<file path="src/rtl/mem_arbiter_pkg.sv">
// Shared types and defaults for the I/D memory arbiter.
package mem_arbiter_pkg;

  localparam int unsigned ARB_ADDR_W_DEF      = 32;
  localparam int unsigned ARB_DATA_W_DEF      = 32;
  localparam int unsigned ARB_MAX_DSTREAK_DEF = 4;
  localparam int unsigned ARB_TIMEOUT_DEF     = 255;
  localparam int unsigned ARB_TCNT_W          = 16;

  typedef enum logic [1:0] {
    ARB_IDLE = 2'd0,
    ARB_BUSY = 2'd1,
    ARB_RESP = 2'd2
  } arb_state_e;

  typedef enum logic {
    GNT_I = 1'b0,
    GNT_D = 1'b1
  } grant_e;

endpackage

</file>
<file path="src/rtl/mem_arbiter_if.sv">
// Pipeline-side (I/D) and memory-side signals of the shared-memory arbiter.
interface mem_arbiter_if #(
  parameter int unsigned ADDR_W = 32,
  parameter int unsigned DATA_W = 32
);

  logic              IReq;
  logic [ADDR_W-1:0] IAddr;
  logic [DATA_W-1:0] IRdata;
  logic              IReady;

  logic              DReq;
  logic              DWe;
  logic [ADDR_W-1:0] DAddr;
  logic [DATA_W-1:0] DWdata;
  logic [DATA_W-1:0] DRdata;
  logic              DReady;

  logic              MemReq;
  logic              MemWe;
  logic [ADDR_W-1:0] MemAddr;
  logic [DATA_W-1:0] MemWdata;
  logic [DATA_W-1:0] MemRdata;
  logic              MemValid;

  logic              Err;

  // Arbiter view
  modport slave (
    input  IReq, IAddr, DReq, DWe, DAddr, DWdata, MemRdata, MemValid,
    output IRdata, IReady, DRdata, DReady, MemReq, MemWe, MemAddr, MemWdata, Err
  );

  // Requester / memory view
  modport master (
    output IReq, IAddr, DReq, DWe, DAddr, DWdata, MemRdata, MemValid,
    input  IRdata, IReady, DRdata, DReady, MemReq, MemWe, MemAddr, MemWdata, Err
  );

endinterface

</file>
<file path="src/rtl/mem_arbiter_watchdog.sv">
// Clear/load/enable counter with a terminal-count flag; holds once terminal is reached.
module mem_arbiter_watchdog #(
  parameter int unsigned CNT_W = 16,
  parameter int unsigned TERM  = 254
) (
  input  logic             clk,
  input  logic             reset,
  input  logic             clr_i,
  input  logic             ld_i,
  input  logic [CNT_W-1:0] ld_val_i,
  input  logic             en_i,
  output logic             tc_c_o
);

  localparam logic [CNT_W-1:0] TERM_VAL = CNT_W'(TERM);

  logic [CNT_W-1:0] cnt_q, cnt_d;
  logic             at_term_c;

  assign at_term_c = (cnt_q == TERM_VAL);
  assign tc_c_o    = en_i & at_term_c;

  always_comb begin
    cnt_d = cnt_q;
    if (clr_i) begin
      cnt_d = '0;
    end else if (ld_i) begin
      cnt_d = ld_val_i;
    end else if (en_i && !at_term_c) begin
      cnt_d = cnt_q + CNT_W'(1);
    end
  end

  always_ff @(posedge clk) begin
    if (reset) begin
      cnt_q <= '0;
    end else begin
      cnt_q <= cnt_d;
    end
  end

endmodule

</file>
<file path="src/rtl/mem_arbiter.sv">
// Shares one single-ported memory between fetch (I) and memory-stage (D) requesters:
// one transaction at a time, D priority with a fetch starvation guard, response watchdog.
module mem_arbiter
  import mem_arbiter_pkg::*;
#(
  parameter int unsigned ADDR_W      = ARB_ADDR_W_DEF,
  parameter int unsigned DATA_W      = ARB_DATA_W_DEF,
  parameter int unsigned MAX_DSTREAK = ARB_MAX_DSTREAK_DEF,
  parameter int unsigned TIMEOUT     = ARB_TIMEOUT_DEF
) (
  input  logic         clk,
  input  logic         reset,
  mem_arbiter_if.slave bus
);

  localparam int unsigned     SW          = $clog2(MAX_DSTREAK + 2);
  localparam logic [SW-1:0]   DSTREAK_MAX = SW'(MAX_DSTREAK);

  arb_state_e        state_q, state_d;
  grant_e            gnt_q, gnt_d;
  logic [SW-1:0]     dstreak_q, dstreak_d;
  logic              mem_req_q, mem_req_d;
  logic              mem_we_q, mem_we_d;
  logic [ADDR_W-1:0] mem_addr_q, mem_addr_d;
  logic [DATA_W-1:0] mem_wdata_q, mem_wdata_d;
  logic [DATA_W-1:0] irdata_q, irdata_d;
  logic [DATA_W-1:0] drdata_q, drdata_d;
  logic              iready_q, iready_d;
  logic              dready_q, dready_d;
  logic              err_q, err_d;

  logic              busy_c;
  logic              tmo_c;
  logic              contested_c;
  logic              pick_i_c;
  logic              upd_rdata_c;
  logic [DATA_W-1:0] rsp_data_c;

  assign busy_c      = (state_q == ARB_BUSY);
  assign contested_c = bus.IReq & bus.DReq;
  // D has priority unless it has won MAX_DSTREAK contested grants in a row
  assign pick_i_c    = bus.IReq & (~bus.DReq | (dstreak_q == DSTREAK_MAX));
  // Timed-out accesses return zero; acknowledged writes leave read data alone
  assign upd_rdata_c = ~bus.MemValid | ~mem_we_q;
  assign rsp_data_c  = bus.MemValid ? bus.MemRdata : '0;

  mem_arbiter_watchdog #(
    .CNT_W (ARB_TCNT_W),
    .TERM  (TIMEOUT - 1)
  ) u_wdog (
    .clk      (clk),
    .reset    (reset),
    .clr_i    (~busy_c),
    .ld_i     (1'b0),
    .ld_val_i ('0),
    .en_i     (busy_c),
    .tc_c_o   (tmo_c)
  );

  always_comb begin
    state_d     = state_q;
    gnt_d       = gnt_q;
    dstreak_d   = dstreak_q;
    mem_req_d   = mem_req_q;
    mem_we_d    = mem_we_q;
    mem_addr_d  = mem_addr_q;
    mem_wdata_d = mem_wdata_q;
    irdata_d    = irdata_q;
    drdata_d    = drdata_q;
    iready_d    = 1'b0;
    dready_d    = 1'b0;
    err_d       = 1'b0;

    case (state_q)
      ARB_IDLE: begin
        if (bus.IReq || bus.DReq) begin
          state_d   = ARB_BUSY;
          mem_req_d = 1'b1;
          if (pick_i_c) begin
            gnt_d      = GNT_I;
            mem_we_d   = 1'b0;
            mem_addr_d = bus.IAddr;
            dstreak_d  = '0;
          end else begin
            gnt_d       = GNT_D;
            mem_we_d    = bus.DWe;
            mem_addr_d  = bus.DAddr;
            mem_wdata_d = bus.DWdata;
            if (contested_c && (dstreak_q != DSTREAK_MAX)) begin
              dstreak_d = dstreak_q + SW'(1);
            end
          end
        end
      end

      ARB_BUSY: begin
        // An ack on the terminal cycle wins over the timeout
        if (bus.MemValid || tmo_c) begin
          state_d   = ARB_RESP;
          mem_req_d = 1'b0;
          err_d     = ~bus.MemValid;
          if (gnt_q == GNT_I) begin
            iready_d = 1'b1;
            if (upd_rdata_c) irdata_d = rsp_data_c;
          end else begin
            dready_d = 1'b1;
            if (upd_rdata_c) drdata_d = rsp_data_c;
          end
        end
      end

      ARB_RESP: begin
        state_d = ARB_IDLE;
      end

      default: begin
        state_d = ARB_IDLE;
      end
    endcase
  end

  always_ff @(posedge clk) begin
    if (reset) begin
      state_q     <= ARB_IDLE;
      gnt_q       <= GNT_I;
      dstreak_q   <= '0;
      mem_req_q   <= 1'b0;
      mem_we_q    <= 1'b0;
      mem_addr_q  <= '0;
      mem_wdata_q <= '0;
      irdata_q    <= '0;
      drdata_q    <= '0;
      iready_q    <= 1'b0;
      dready_q    <= 1'b0;
      err_q       <= 1'b0;
    end else begin
      state_q     <= state_d;
      gnt_q       <= gnt_d;
      dstreak_q   <= dstreak_d;
      mem_req_q   <= mem_req_d;
      mem_we_q    <= mem_we_d;
      mem_addr_q  <= mem_addr_d;
      mem_wdata_q <= mem_wdata_d;
      irdata_q    <= irdata_d;
      drdata_q    <= drdata_d;
      iready_q    <= iready_d;
      dready_q    <= dready_d;
      err_q       <= err_d;
    end
  end

  assign bus.MemReq   = mem_req_q;
  assign bus.MemWe    = mem_we_q;
  assign bus.MemAddr  = mem_addr_q;
  assign bus.MemWdata = mem_wdata_q;
  assign bus.IRdata   = irdata_q;
  assign bus.IReady   = iready_q;
  assign bus.DRdata   = drdata_q;
  assign bus.DReady   = dready_q;
  assign bus.Err      = err_q;

endmodule

</file>
<file path="src/flat_wrapper.sv">
// flat-port wrapper written by rule: the top's interface ports become plain ports
module mem_arbiter_flat import mem_arbiter_pkg::*;
#(
  parameter int unsigned ADDR_W      = ARB_ADDR_W_DEF,
  parameter int unsigned DATA_W      = ARB_DATA_W_DEF,
  parameter int unsigned MAX_DSTREAK = ARB_MAX_DSTREAK_DEF,
  parameter int unsigned TIMEOUT     = ARB_TIMEOUT_DEF
)
  (clk, reset, bus_IReq, bus_IAddr, bus_DReq, bus_DWe, bus_DAddr, bus_DWdata, bus_MemRdata, bus_MemValid, bus_IRdata, bus_IReady, bus_DRdata, bus_DReady, bus_MemReq, bus_MemWe, bus_MemAddr, bus_MemWdata, bus_Err);
  mem_arbiter_if #(.ADDR_W(ADDR_W), .DATA_W(DATA_W)) bus_i ();
  input  logic clk;
  input  logic reset;
  input wire logic [$bits(bus_i.IReq)-1:0] bus_IReq;
  input wire logic [$bits(bus_i.IAddr)-1:0] bus_IAddr;
  input wire logic [$bits(bus_i.DReq)-1:0] bus_DReq;
  input wire logic [$bits(bus_i.DWe)-1:0] bus_DWe;
  input wire logic [$bits(bus_i.DAddr)-1:0] bus_DAddr;
  input wire logic [$bits(bus_i.DWdata)-1:0] bus_DWdata;
  input wire logic [$bits(bus_i.MemRdata)-1:0] bus_MemRdata;
  input wire logic [$bits(bus_i.MemValid)-1:0] bus_MemValid;
  output wire logic [$bits(bus_i.IRdata)-1:0] bus_IRdata;
  output wire logic [$bits(bus_i.IReady)-1:0] bus_IReady;
  output wire logic [$bits(bus_i.DRdata)-1:0] bus_DRdata;
  output wire logic [$bits(bus_i.DReady)-1:0] bus_DReady;
  output wire logic [$bits(bus_i.MemReq)-1:0] bus_MemReq;
  output wire logic [$bits(bus_i.MemWe)-1:0] bus_MemWe;
  output wire logic [$bits(bus_i.MemAddr)-1:0] bus_MemAddr;
  output wire logic [$bits(bus_i.MemWdata)-1:0] bus_MemWdata;
  output wire logic [$bits(bus_i.Err)-1:0] bus_Err;
  assign bus_i.IReq = bus_IReq;
  assign bus_i.IAddr = bus_IAddr;
  assign bus_i.DReq = bus_DReq;
  assign bus_i.DWe = bus_DWe;
  assign bus_i.DAddr = bus_DAddr;
  assign bus_i.DWdata = bus_DWdata;
  assign bus_i.MemRdata = bus_MemRdata;
  assign bus_i.MemValid = bus_MemValid;
  assign bus_IRdata = bus_i.IRdata;
  assign bus_IReady = bus_i.IReady;
  assign bus_DRdata = bus_i.DRdata;
  assign bus_DReady = bus_i.DReady;
  assign bus_MemReq = bus_i.MemReq;
  assign bus_MemWe = bus_i.MemWe;
  assign bus_MemAddr = bus_i.MemAddr;
  assign bus_MemWdata = bus_i.MemWdata;
  assign bus_Err = bus_i.Err;
  mem_arbiter #(.ADDR_W(ADDR_W), .DATA_W(DATA_W), .MAX_DSTREAK(MAX_DSTREAK), .TIMEOUT(TIMEOUT)) u_core (.clk(clk), .reset(reset), .bus(bus_i));
endmodule
</file>
<file path="config.mk">
export PLATFORM = sky130hd
export DESIGN_NAME = mem_arbiter_flat
export DESIGN_NICKNAME = d
export VERILOG_FILES = /design/src/rtl/mem_arbiter_pkg.sv /design/src/rtl/mem_arbiter_if.sv /design/src/rtl/mem_arbiter_watchdog.sv /design/src/rtl/mem_arbiter.sv /design/src/flat_wrapper.sv
export SDC_FILE = /design/constraint.sdc
export NUM_CORES = 1
export LEC_CHECK = 0
export CAP_MARGIN = 5
export CORE_AREA = 8 8 124 126
export DETAILED_ROUTE_END_ITERATION = 8
export DIE_AREA = 0 0 132 134
export PLACE_DENSITY = 0.87
export SLEW_MARGIN = 20
export SYNTH_ARGS = -nofsm -noshare
export SYNTH_HDL_FRONTEND = slang
export SYNTH_SLANG_ARGS = --single-unit
export TNS_END_PERCENT = 100
</file>
<file path="constraint.sdc">
create_clock -name clk -period 3.1 [get_ports clk]
set_input_delay 0.62 -clock clk [delete_from_list [all_inputs] [get_ports clk]]
set_output_delay 0.62 -clock clk [all_outputs]
set_load 0.01 [all_outputs]
</file>
# --- Word level (Yosys, flattened, before mapping) ---
# Index checks and enable logic that the tools add are counted.
word_totals:
  register_bits: 155
  in_bits: 134
  out_inout_bits: 133
  elab_cells: 64
classes:
  n_addsub: 2
  n_eq_ne: 6
  n_mux: 14
  bitwise: 12
  reduce_logical: 17
ops:
  columns: ["op", "count"]
  rows:
  - ["$mux 32", 2]
  - ["$add 16x1->16 const B", 1]
  - ["$eq 16x8->1 const B", 1]
  - ["$reduce_and 3->1", 3]
  - ["$reduce_and 4->1", 2]
  - ["$not 1->1", 7]
  - ["$mux 1", 6]
  - ["$mux 3", 2]
  - ["$mux 2", 2]
  - ["$ne 2x1->1 const B", 2]
  - ["$pmux 2 s2", 1]
  - ["$reduce_and 2->1", 2]
  - ["$reduce_bool 2->1", 2]
  - ["$add 3x1->3 const B", 1]
  - ["$and 1x1->1", 3]
  - ["$eq 3x3->1 const B", 1]
  - ["$ne 3x3->1 const B", 1]
  - ["$reduce_or 3->1", 1]
  - ["$eq 2x1->1 const B", 1]
  - ["$logic_and 1x1->1", 2]
  - ["$logic_not 2->1", 1]
  - ["$logic_or 1x1->1", 2]
  - ["$or 1x1->1", 2]
  - ["$pmux 1 s2", 1]
  - ["2 further kinds", 2]

# --- Logic depth before layout (Yosys ltp) ---
logic_depth:
  ltp_word: 5
  mapped_depth: 8
  ltp_nobuf: 6

# --- By module ---
# A second synthesis with hierarchy kept.
hier_totals:
  hier_cells: 763
  area_unflattened_um2: 6895.4
by_module_without_submodules:
  columns: ["module", "instances", "cells_per_inst", "area_per_inst_um2", "seq_area_each_um2"]
  rows:
  - ["mem_arbiter", 1, 640, 5905.7, 2782.7]
  - ["mem_arbiter_watchdog", 1, 123, 989.7, 320.3]

# --- Least setup slack after synthesis ---
# OpenSTA, ideal clock, no wires.
synth_path:
  path_kind: "register to register"
  from: "reg u_core.u_wdog.cnt_q[0]"
  to: "reg u_core.drdata_q[11], in the netlist u_core.bus.DRdata[11]"
  setup_time_ps: 59
  arrival_ps: 1789
  required_time_ps: 3041
  slack_ps: 1252
  stages_incl_launch_ff: 9
  path_buffers: 2
  synth_period_minus_slack_ps: 1848
  path_cell_list: "dfxtp_1 -> inv_1 -> ha_1 -> nor2b_1 -> and3_1 -> buf_2 -> a41oi_1 -> clkbuf_1 -> a22o_1"
synth_between:
  elab_chain_len: 4
synth_lines:
  columns: ["element", "line", "text"]
  rows:
  - ["start, declared", "mem_arbiter_watchdog.sv:17", "logic [CNT_W-1:0] cnt_q, cnt_d;"]
  - ["start signal, assigned", "mem_arbiter_watchdog.sv:38", "cnt_q <= cnt_d;"]
  - ["$eq 16x8->1", "mem_arbiter_watchdog.sv:20", "assign at_term_c = (cnt_q == TERM_VAL);"]
  - ["$and 1x1->1", "mem_arbiter_watchdog.sv:21", "assign tc_c_o = en_i & at_term_c;"]
  - ["$logic_or 1x1->1", "mem_arbiter.sv:98", "if (bus.MemValid || tmo_c) begin"]
  - ["$reduce_and 4->1 (no line)", null, null]
  - ["end signal, assigned", "mem_arbiter.sv:145", "drdata_q <= drdata_d;"]
  - ["end, declared", "mem_arbiter.sv:27", "logic [DATA_W-1:0] drdata_q, drdata_d;"]
# Every way passes these cells.
# A chain may end at the register's enable or synchronous reset.

# --- Worst setup path in the final report ---
layout_path:
  from: "reg u_core.u_wdog.cnt_q[0]"
  to: "reg u_core.drdata_q[23], in the netlist u_core.bus.DRdata[23]"
# The elaborated chain is that of the path after synthesis.

==> run metrics <==
CP Max Fanout 23; Worst EP arrival 2580 ps; commonest non-fill, non-tap cell in the layout clkdlybuf4s50_1; sequential power share 0.434; initial antenna violation count 0; Clk network pwr share 0.408; Post-CTS Resized 0; max-slew violation count 0; final design utilization 0.680; Lkg Pwr 0.00342 uW; chip width 132 um; area leader, netlist dfxtp_1; share of cells above drive strength 1 0.0661; RSZ-0062 raised after global routing no; post-route insts no fill 1,057; Yosys top cell area share 0.536; Sw Share 0.243; hold_buf cts 0; Routed WL 19.6 mm; CTS Buffer Depth 2; syn_nets 753; # H-tree levels 4; Residual DRC 0; Design Area, Final 9190 sq um; nets 1,002; max_cap viols 0; worst-margin pin slew 815 ps; IO Port Bufs 266; CP required 3460 ps; crit share post-route 0.716; number of global-route vias before repair 5,814; Critical Path Source u_core.u_wdog.cnt_q[0]; Final HPWL DP 14.3 mm; crit path capture type register; Post-synth EDFFs 0; Post-Syn Area per Cell 9.41 sq um; Crit Path Class reg -> reg; post-synth cell types 49; antenna viol nets, final 0; clock period minus worst slack 2220 ps; Hold Vio Cnt, Final 0; Startpoint Class register; flop and latch count out of synthesis 155; Sw Pwr 1220 uW; largest net degree at the start of global routing 74; DR WL/cell 18.6 um; r2r startpoint u_core.u_wdog.cnt_q[0]; TritonCTS Buffers 17; Starting Density 0.429; R2R Path End u_core.bus.DRdata[23]; RePlAce Congestion 0.828; worst skew pair latency 420 ps; TritonRoute pass-1 iters 6; Synthesis Warnings 0; status finished, final reports clean; vias after detailed routing 5,671; Clock Sinks 155; DP Cell Count 1,025; commonest cells after routing, fill and taps aside clkdlybuf4s50_1, dfxtp_1, nand2_1; height of the die 134 um; Synth async-reset ratio 0; top cells by area, synth dfxtp_1, a22o_1, nand2_1; Internal Power 3800 uW; Iter 0 DRT Violations 333; n_diodes 0; global-route wire length before repair 31.2 mm; row cnt 43; pwr/cell area 546 nW/um^2; Post-DP Area 8590 sq um; maximum vdd ir drop 0.380 mV; num ports 267; Final Skew 6.52 ps; Final TNS setup 0 ps; postcts setup bufs 0; Combinational Power Share 0.159; class of the worst hold path reg -> reg; via-per-instance ratio 5.37; Finish-stage setup viols 0; gr ovfl total 0; filler cell count 1,014; Synth Flop Type dfxtp_1; Die Footprint 17,700 sq um; Worst R2R Setup Slack 880 ps; Rel. slew slack 0.457; worst reg2reg path depth 7; Total GRT Usage 0.219; Hold Path Origin u_core.bus.MemWdata[12]; final setup margin 882 ps; Syn Std Cell Area 5790 sq um; core area 13,500 sq um; CP Capture Point u_core.bus.DRdata[23]; Fmax 0.451 GHz; post-synthesis sequential area ratio 0.536; Root Driver clkbuf_16; Post-Synthesis Cells 615; synthesis-to-layout area growth 58.7%; TritonCTS clock tree done; pre-CTS WS 577 ps; Clock Pin Slew Worst Setup and Hold Paths 60 ps
==> Yosys cell counts, drive strengths merged, types with 3 or more instances <==
master and number:
a22o 64, nor4 3, inv 8, clkbuf 24
nand3 35, xnor2 5, nor3 6, buf 23
nand2 104, nor2 49, a31oi 5, and4 3
a21oi 40, o21ai 9, dfxtp 155, and2 5
a41oi 3, nand4 4, a311oi 32, a211oi 3
ha 4
==> power groups by stage <==
stage          registers, uW  logic [uW]  clock network (uW)
2_1_floorplan           2260         268                   0
3_3_place_gp            2210         787                   0
3_5_place_dp            2220         797                   0
4_1_cts                 2170         803                2070
5_1_grt                 2190         866                2170
6_report                2180         796                2050
==> per-layer routing <==
metal | track usage | share of wire | up-vias
li1 | - | - | 2716
met1 | 0.234 | 0.37 | 2648
met2 | 0.373 | 0.49 | 274
met3 | 0.106 | 0.12 | 33
met4 | 0.0728 | 0.016 | 0
met5 | 0 | 0 | -
==> through the flow <==
stage,hold WS [ps],power [uW]
after global placement,441,3000
after floorplan,454,2530
after global routing,475,5220
final,452,5020
after CTS,454,5040
after detailed placement,446,3010
==> area by class of cell <==
cell class / instances / area, sq um / share of cell area
Clock buffer: 23 / 478 / 0.0520
Clock inverter: 9 / 113 / 0.0123
Inverter: 8 / 30.0 / 0.00327
Multi-Input combinational cell: 405 / 2470 / 0.269
Sequential cell: 155 / 3100 / 0.338
Tap cell: 180 / 225 / 0.0245
Timing Repair Buffer: 277 / 2770 / 0.301
==> flip-flops by register name, indices dropped and copies added, names as in the netlist, 2 cells and up <==
signal and cells:
u_core.bus.DRdata 32, u_core.bus.IRdata 32, u_core.bus.MemAddr 32, u_core.bus.MemWdata 32, u_core.dstreak_q 3, u_core.state_q 2, u_core.u_wdog.cnt_q 16
==> how the worst min path moves through the flow <==
stage / to / slack, ps / cells past startpoint
floorplan: u_core.u_wdog.cnt_q[7] / 450 / 1
global placement: u_core.bus.MemWdata[15] / 440 / 2
detailed placement: u_core.bus.MemWdata[23] / 450 / 2
CTS: u_core.bus.MemWdata[12] / 450 / 2
global route: u_core.bus.MemWdata[0] / 480 / 2
finish: u_core.bus.MemWdata[12] / 450 / 2
==> critical path: stages, from the launching register on <==
cell	delay, ps
dfxtp_1	380
inv_1	100
ha_1	220
nor2b_1	140
and3_1	230
a41oi_2	510
buf_4	380
a22o_1	200
==> logic make-up (layout without fill, tap and decap cells) <==
group           after synthesis  in the layout  share of synthesized area
buf+inv                      55            317                     0.0417
compound gates              165            165                      0.214
xor+xnor                      6              6                    0.00908
flops                       155            155                      0.536
fa+ha+maj                     4              4                    0.00865
simple gates                230            230                      0.190
Power figures use the tool's default switching activity.
